$ cat config.mk
export PLATFORM = sky130hd
export DESIGN_NAME = load_store_unit
export DESIGN_NICKNAME = d
export VERILOG_FILES = /design/src/rtl/load_store_unit.sv
export SDC_FILE = /design/constraint.sdc
export NUM_CORES = 1
export LEC_CHECK = 0
export BUFFER_PORTS_ARGS = -buffer_cell sky130_fd_sc_hd__buf_2
export CAP_MARGIN = 5
export CORE_MARGIN = 2
export CORE_UTILIZATION = 45
export DETAILED_ROUTE_END_ITERATION = 8
export MAX_ROUTING_LAYER = met4
export PLACE_DENSITY = 0.76
export SYNTH_ARGS = -nofsm -noshare
export SYNTH_HDL_FRONTEND = slang
export SYNTH_SLANG_ARGS = --single-unit
$ cat constraint.sdc
create_clock -name clk -period 2.1 [get_ports clk]
set_input_delay 0.21 -clock clk [delete_from_list [all_inputs] [get_ports clk]]
set_output_delay 0.21 -clock clk [all_outputs]
set_load 0.005 [all_outputs]
$ cat src/rtl/load_store_unit.sv
// Load/store initiator for a word-addressed data memory with combinational read.
// Handles byte/half/word loads with extension and sub-word stores via read-modify-write.
module load_store_unit #(
    parameter int MEM_WORDS = 64
) (
    input  logic        clk,
    input  logic        rst,
    input  logic        req_valid,
    output logic        req_ready,
    input  logic        req_we,
    input  logic [1:0]  req_size,
    input  logic        req_unsigned,
    input  logic [31:0] req_addr,
    input  logic [31:0] req_wdata,
    output logic        resp_valid,
    input  logic        resp_ready,
    output logic [31:0] resp_rdata,
    output logic        resp_err,
    output logic [31:0] mem_addr,
    output logic [31:0] mem_wd,
    output logic        mem_we,
    input  logic [31:0] mem_rd
);

    // state    | meaning
    // IDLE     | waiting for a request
    // LOAD     | memory read in progress, lane selected and extended
    // RMW_READ | old word read, target lane merged with store data
    // WRITE    | mem_we asserted for one cycle
    // RESP     | response presented until consumed
    typedef enum logic [2:0] {
        IDLE,
        LOAD,
        RMW_READ,
        WRITE,
        RESP
    } state_t;

    localparam logic [29:0] WORD_LIMIT = 30'(MEM_WORDS);

    state_t      state;
    state_t      state_nxt;
    logic [1:0]  size_q;
    logic        uns_q;
    logic [1:0]  lane_q;
    logic [15:0] wdata_q;
    logic        accept;
    logic        req_err;

    function automatic logic [31:0] load_extend(input logic [31:0] w, input logic [1:0] size,
                                                input logic [1:0] lane, input logic uns);
        logic [7:0]  b;
        logic [15:0] h;
        b = w[{lane, 3'b000} +: 8];
        h = lane[1] ? w[31:16] : w[15:0];
        case (size)
            2'b00:   return uns ? {24'b0, b} : {{24{b[7]}}, b};
            2'b01:   return uns ? {16'b0, h} : {{16{h[15]}}, h};
            default: return w;
        endcase
    endfunction

    function automatic logic [31:0] merge_lane(input logic [31:0] w, input logic [1:0] size,
                                               input logic [1:0] lane, input logic [15:0] d);
        logic [31:0] r;
        r = w;
        if (size == 2'b00)
            r[{lane, 3'b000} +: 8] = d[7:0];
        else
            r[{lane[1], 4'b0000} +: 16] = d;
        return r;
    endfunction

    assign req_ready  = (state == IDLE) && !rst;
    assign resp_valid = (state == RESP);
    assign mem_we     = (state == WRITE) && !rst;
    assign accept     = req_valid && req_ready;

    always_comb begin
        req_err = 1'b0;
        case (req_size)
            2'b01:   req_err = req_addr[0];
            2'b10:   req_err = (req_addr[1:0] != 2'b00);
            2'b11:   req_err = 1'b1;
            default: req_err = 1'b0;
        endcase
        if (req_addr[31:2] >= WORD_LIMIT)
            req_err = 1'b1;
    end

    always_ff @(posedge clk) begin
        if (rst)
            state <= IDLE;
        else
            state <= state_nxt;
    end

    always_comb begin
        state_nxt = state;
        case (state)
            IDLE: begin
                if (accept) begin
                    if (req_err)
                        state_nxt = RESP;
                    else if (!req_we)
                        state_nxt = LOAD;
                    else if (req_size == 2'b10)
                        state_nxt = WRITE;
                    else
                        state_nxt = RMW_READ;
                end
            end
            LOAD:     state_nxt = RESP;
            RMW_READ: state_nxt = WRITE;
            WRITE:    state_nxt = RESP;
            RESP:     if (resp_ready) state_nxt = IDLE;
            default:  state_nxt = IDLE;
        endcase
    end

    // mem_wd takes the full store word at accept; sub-word stores overwrite it with the merge.
    always_ff @(posedge clk) begin
        if (rst) begin
            size_q     <= 2'b00;
            uns_q      <= 1'b0;
            lane_q     <= 2'b00;
            wdata_q    <= 16'h0;
            mem_addr   <= 32'h0;
            mem_wd     <= 32'h0;
            resp_rdata <= 32'h0;
            resp_err   <= 1'b0;
        end else begin
            case (state)
                IDLE: begin
                    if (accept) begin
                        size_q     <= req_size;
                        uns_q      <= req_unsigned;
                        lane_q     <= req_addr[1:0];
                        wdata_q    <= req_wdata[15:0];
                        mem_addr   <= {req_addr[31:2], 2'b00};
                        mem_wd     <= req_wdata;
                        resp_rdata <= 32'h0;
                        resp_err   <= req_err;
                    end
                end
                LOAD:     resp_rdata <= load_extend(mem_rd, size_q, lane_q, uns_q);
                RMW_READ: mem_wd     <= merge_lane(mem_rd, size_q, lane_q, wdata_q);
                default:  ;
            endcase
        end
    end

endmodule
==> results of run 1 <==
## synthesized netlist by cell type, drive strengths merged, types with 3 or more instances
cell type | count | area, um2
inv | 21 | 78.8
a22oi | 16 | 134
nor3 | 8 | 45.0
a32o | 16 | 160
nor4 | 11 | 68.8
nand2b | 11 | 76.3
nand2 | 150 | 563
a211o | 8 | 70.1
o22ai | 9 | 56.3
a221o | 16 | 173
or3b | 3 | 26.3
a21oi | 44 | 220
nand3 | 36 | 180
o21ai | 41 | 205
clkbuf | 33 | 125
mux2i | 16 | 160
ha | 5 | 62.6
nor2 | 18 | 67.6
buf | 31 | 179
nor2b | 4 | 25.0
a32oi | 8 | 70.1
a31oi | 21 | 131
a221oi | 16 | 140
dfxtp | 119 | 2380
mux2 | 9 | 101
## tightest hold or removal path, stage by stage
cell,delay (ns)
buf_2,0.09
nand2_1,0.05
nand2_1,0.04
## timing repair
action | in CTS | in global routing
setup endpoints to repair | 0 | 2
hold endpoints to repair | 18 | 0
hold buffers | 18 | 0
resized for setup | 0 | 1
## state kept, by name, summed over array words and instances (netlist names)
signal and flops:
lane_q 2, mem_addr 30, mem_wd 32, resp_err 1, resp_rdata 32, size_q 2, state 3, uns_q 1
wdata_q 16
## cells by family after synthesis
family | count (synthesis) | share of synthesized area (%)
compound gates | 211 | 26.1
mux | 25 | 4.53
buf+inv | 86 | 6.70
other cells | 1 | 0.0650
flops | 119 | 41.3
fa+ha+maj | 5 | 1.08
simple gates | 254 | 20.2
## power by group through the flow
stage                     sequential (W)  combinational [W]  clock [W]
after CTS                        0.00243           0.000843    0.00291
after global placement           0.00248           0.000800          0
final                            0.00244           0.000854    0.00287
after floorplan                  0.00246           0.000476          0
after detailed placement         0.00248           0.000810          0
after global routing             0.00245           0.000930    0.00302
## cells in the final DEF, fill, tap and decap left out, drive strengths merged, types with 8 or more instances in the layout
| cell | n |
|---|---|
| a22oi | 16 |
| nand2 | 150 |
| mux2i | 16 |
| o22ai | 9 |
| a21oi | 44 |
| nor4 | 11 |
| nor2 | 18 |
| a31oi | 21 |
| inv | 21 |
| nand2b | 11 |
| mux2 | 9 |
| clkbuf | 22 |
| a221oi | 16 |
| o21ai | 41 |
| a32o | 16 |
| a32oi | 8 |
| buf | 227 |
| dlygate4sd3 | 18 |
| nand3 | 36 |
| dfxtp | 119 |
| a211o | 8 |
| nor3 | 8 |
| a221o | 16 |
## stage by stage
| step | utilization, % | power, W | std cells |
|---|---|---|---|
| 2_1_floorplan | - | 0.00294 | 702 |
| 3_3_place_gp | 55.1 | 0.00328 | 1037 |
| 3_5_place_dp | 55.1 | 0.00329 | 1037 |
| 4_1_cts | 61.2 | 0.00619 | 1087 |
| 5_1_grt | 61.2 | 0.00640 | 1087 |
| 6_report | 61.2 | 0.00617 | 1087 |
## routing by layer
metal  GRT usage (%)  share of wire, %  up-vias
li1                -                 -     2957
met1            38.4                45     2889
met2            42.3                45      279
met3            5.82               8.5       36
met4            9.96               1.8        0
met5               -                 0        -
## worst paths after layout
check	startpoint	endpoint	slack (ns)	depth (start not counted)
min	req_addr[27]	mem_addr[27]	0.01	3
min reg2reg	mem_addr[26]	mem_addr[26]	0.45	2
max	state[0]	mem_wd[13]	0.16	5
max reg2reg	state[0]	mem_wd[13]	0.16	5
## layout make-up
type | instances | area, um2 | area share, %
Timing Repair Buffer | 245 | 1390 | 18.1
Tap cell | 172 | 215 | 2.80
Sequential cell | 119 | 2380 | 31.0
Clock buffer | 22 | 454 | 5.91
Inverter | 22 | 82.6 | 1.07
Clock inverter | 10 | 128 | 1.66
Multi-Input combinational cell | 497 | 3030 | 39.4
==> impl_metrics.py, run 1 <==
metrics = {
    "outcome": {
        "run_status": "completed",
    },
    "hold_path": {
        "worstHoldPathType": "in2reg",
    },
    "routing": {
        "post_drt_wl_per_cell_um": 17.5,
        "drt_wl_total_um": 19000,
        "ant_nets": 0,
        "firstDrtPassIters": 6,
        "drtIter0Drc": 555,
        "via_count": 6161,
        "drc_errors": 0,
        "viasPerCell": 5.67,
    },
    "sta": {
        "hold_ws_ns": 0.0116,
        "fin_crit_ns": 1.94,
        "tightestPinTransition_ns": 0.694,
        "setup_viol": 0,
        "max-slew-margin-rel_pct": 53.5,
        "report.final.slew_viol_count": 0,
        "finalSetupTns_ns": 0,
        "layout_setup_ws_ns": 0.160,
        "fin_skew_ns": 0.00730,
        "fin_crit_sh_pct": 92.4,
        "fmax_mhz": 515,
        "rsz0062_at_grt": "no",
        "hold_viol": 0,
    },
    "power_and_ir_drop": {
        "p_clk_share_pct": 46.6,
        "p_per_area_nw_per_um2": 802,
        "p_int_w": 0.00461,
        "p_switching_w": 0.00156,
        "seqPwrFrac_pct": 39.5,
        "peakVddDrop_mv": 0.492,
        "pwr-share-comb_pct": 13.8,
        "p_sw_share_pct": 25.3,
        "leakage_nw": 3.44,
    },
    "setup_path": {
        "crit_family": "simple AND/OR/NAND/NOR gates",
        "crit_path_start_kind": "flip-flop",
        "slowest_delay_ns": 0.62,
        "critical_path_peak_fanout": 74,
        "slowest_stage": "or4b_1",
        "path_cells": "or4b_1 > nor2_4 > buf_12 > nand2_1 > a31oi_1",
        "required_ns": 2.42,
        "worst-setup-path-type": "reg2reg",
        "worstPathArrival_ns": 2.26,
        "endpoint_kind": "flip-flop",
        "path_buf_inv": 1,
    },
    "layout": {
        "syn2layout_area_growth_pct": 33.2,
        "drive_gt1_share_pct": 31.9,
        "fin_area_um2": 7690,
        "nets": 1011,
        "fill_cells": 1144,
        "antennaDiodeCount": 0,
    },
    "logic_synthesis": {
        "synth_edf_count": 0,
        "async_reset_ff_share_pct": 0,
        "yosysSeqAreaShare_pct": 41.3,
        "yosysUniqueCellTypes": 60,
        "synth_area_per_cell_um2": 8.23,
        "yosys_register_bits": 119,
        "dominantRegCellSynth": "dfxtp_1",
        "yosysWarnings": 0,
        "syn_area_um2": 5770,
        "synth_cells": 701,
    },
    "grt": {
        "grt_pass1_wl_um": 29000,
        "antenna_found_initial": 0,
        "grt_max_degree": 75,
        "grt_pass1_vias": 5593,
        "overflow": 0,
        "grt_use_total_pct": 28.4,
    },
    "clocking": {
        "cts_tree": "done",
        "cts_root_buffer": "clkbuf_16",
        "cts_sinks": 119,
        "insertion_delay_ns": 0.41,
        "cts.path.max_buffers": 2,
        "post_cts_buffers": 0,
        "numCtsBuffers": 17,
        "clk_pin_slew_worst_paths_ns": 0.05,
        "h-tree-depth": 4,
    },
    "placement": {
        "placed_cell_area_um2": 6930,
        "place_congestion": 0.932,
        "dp_worst_setup_slack_ns": 0.200,
        "io_buffers": 201,
        "dp_hpwl_um": 13400,
    },
    "floorplan": {
        "chipWidth_um": 117,
        "fp.coreArea_um2": 12600,
        "die_y_um": 117,
        "pin_count": 204,
        "start_util_pct": 45.9,
        "die-area_um2": 13700,
        "rows": 41,
    },
    "run": {
        "maxCapViolations": 0,
    },
}
(Power assumes the default switching activity.)
==> inputs of run 2 (changes only) <==
- CORE_ASPECT_RATIO: not set -> 0.9
==> run 2 against run 1 <==
Via count is 0.36% higher. Final cell count is 1.4% lower. Routed wire length is 3.6% higher. Cell area is 0.33% lower. Critical endpoint is now mem_wd[6]. Largest cell class unchanged. Largest power group unchanged.
==> impl_metrics.py, run 2 (synthesis gave the netlist of run 1 again) <==
metrics = {
    "routing": {
        "top_layer": "met4",
        "firstDrtPassIters": 5,
        "ant_nets": 0,
        "via_count": 6183,
        "met2_length_um": 8580,
        "post_drt_wl_per_cell_um": 18.4,
        "drtIter0Drc": 714,
        "drt_wl_total_um": 19700,
        "viasPerCell": 5.77,
        "dr_wl_met3_um": 1940,
        "drc_errors": 0,
        "wl_met1_um": 8700,
    },
    "sta": {
        "fin_skew_ns": 0.00753,
        "fin_crit_sh_pct": 91.1,
        "fin_crit_ns": 1.91,
        "finalSetupTns_ns": 0,
        "setup_viol": 0,
        "hold_viol": 0,
        "max-slew-margin-rel_pct": 56.9,
        "fmax_mhz": 523,
        "report.final.slew_viol_count": 0,
        "rsz0062_at_grt": "no",
        "tightestPinTransition_ns": 0.643,
    },
    "setup_path": {
        "r2r_end": "mem_wd[6]",
        "worstPathArrival_ns": 2.25,
        "r2r_start": "lane_q[1]",
        "worst-setup-path-type": "reg2reg",
        "crit_path_start_kind": "flip-flop",
        "required_ns": 2.43,
        "endpoint_kind": "flip-flop",
        "worstRegToRegCells": 7,
        "critical_path_peak_fanout": 8,
        "r2r_slack_ns": 0.19,
    },
    "layout": {
        "layout_commonest_cell": "buf_2",
        "reg_top3": "mem_wd (32), resp_rdata (32), mem_addr (30)",
        "drive_gt1_share_pct": 31.9,
        "antennaDiodeCount": 0,
        "nets": 1006,
        "syn2layout_area_growth_pct": 32.8,
        "post-route-util_pct": 60.9,
        "instances_no_fill": 1072,
        "mostFrequentLayoutCells": "201 x buf_2, 150 x nand2_1, 118 x dfxtp_1",
    },
    "clocking": {
        "cts_tree": "done",
        "post_cts_buffers": 0,
        "cts_sinks": 119,
        "h-tree-depth": 4,
        "numCtsBuffers": 17,
        "clk_pin_slew_worst_paths_ns": 0.05,
        "insertion_delay_ns": 0.41,
        "cts.path.max_buffers": 2,
        "cts_resized": 0,
        "cts_root_buffer": "clkbuf_16",
    },
    "placement": {
        "io_buffers": 201,
        "place_congestion": 0.900,
        "dpl.cell_count": 1029,
        "dp_hpwl_um": 13900,
    },
    "grt": {
        "grt_use_total_pct": 29.8,
        "grt_pass1_wl_um": 30900,
        "grt_max_degree": 52,
        "grt_pass1_vias": 5727,
        "overflow": 0,
        "antenna_found_initial": 0,
    },
    "outcome": {
        "run_status": "completed",
    },
    "hold_path": {
        "holdPathEnd": "mem_addr[6]",
        "hp-start": "req_addr[6]",
        "worstHoldPathType": "in2reg",
        "whs_path_depth": 3,
    },
    "power_and_ir_drop": {
        "peakVddDrop_mv": 0.579,
        "p_per_area_nw_per_um2": 837,
        "leakage_nw": 3.43,
    },
    "floorplan": {
        "pin_count": 204,
        "fp.coreArea_um2": 12600,
        "rows": 39,
        "start_util_pct": 45.8,
        "die_y_um": 111,
        "die-area_um2": 13700,
        "chipWidth_um": 123,
    },
    "run": {
        "maxCapViolations": 0,
    },
}
## run 2: cell types whose count changed in the layout (fill, tap and decap cells not counted), moves of 2 or more
cell	before	now
bufinv_16	3	5
clkbuf_1	4	2
clkinv_2	6	4
dlygate4sd3_1	18	13
## run 2: layer usage
layer	up-vias	GRT usage (%)
met4	0	9.77
li1	2945	-
met2	333	41.4
met3	45	7.99
met1	2860	41.7
met5	-	-
## run 2: repair_timing
item                       CTS  global route
setup endpoints to repair    0             0
hold endpoints to repair    12             1
hold buffers                12             1
## run 2: stage by stage
| step | worst slack, ns | cell area [um2] | power, W | hold WS, ns |
|---|---|---|---|---|
| final | 0.186 | 7660 | 0.00642 | 0.0113 |
| after global routing | 0.0397 | 7660 | 0.00665 | 0.0163 |
| after CTS | 0.222 | 7650 | 0.00642 | 0.0000488 |
| after detailed placement | 0.249 | 6910 | 0.00330 | 0.404 |
| after global placement | 0.302 | 6910 | 0.00329 | 0.400 |
| after floorplan | 0.00476 | 5780 | 0.00294 | 0.309 |
## run 2: critical path, stage by stage, from the launching register on
cell     delay (ns)
dfxtp_2        0.31
inv_1          0.12
buf_4          0.15
ha_1           0.19
or3b_2         0.46
o22ai_2        0.32
a32oi_1        0.18
o21ai_0        0.10
## run 2: power breakdown
| part | internal (W) | leakage, nW | switching (W) |
|---|---|---|---|
| logic | 0.000357 | 2.16 | 0.000504 |
| registers | 0.00236 | 0.971 | 0.0000784 |
| clock network | 0.00211 | 0.306 | 0.00101 |
## run 2: cell type report
class                   count  area, um2
clock buffers              20        447
repair buffers            240       1340
multi-input cells         497       3030
flip-flops and latches    119       2380
fillers                  1156       4920
well taps                 164        205
clock inverters            10        178
inverters                  22       82.6
## run 2: worst max-delay path by stage
stage              start          to  slack, ns  depth (start not counted)
2_1_floorplan  lane_q[1]  mem_wd[10]      0.005                          9
3_3_place_gp   lane_q[0]   mem_wd[2]       0.30                          6
3_5_place_dp   lane_q[1]   mem_wd[7]       0.25                          7
4_1_cts        lane_q[1]   mem_wd[6]       0.22                          7
5_1_grt        lane_q[1]  mem_wd[19]       0.04                          6
6_report       lane_q[1]   mem_wd[6]       0.19                          7
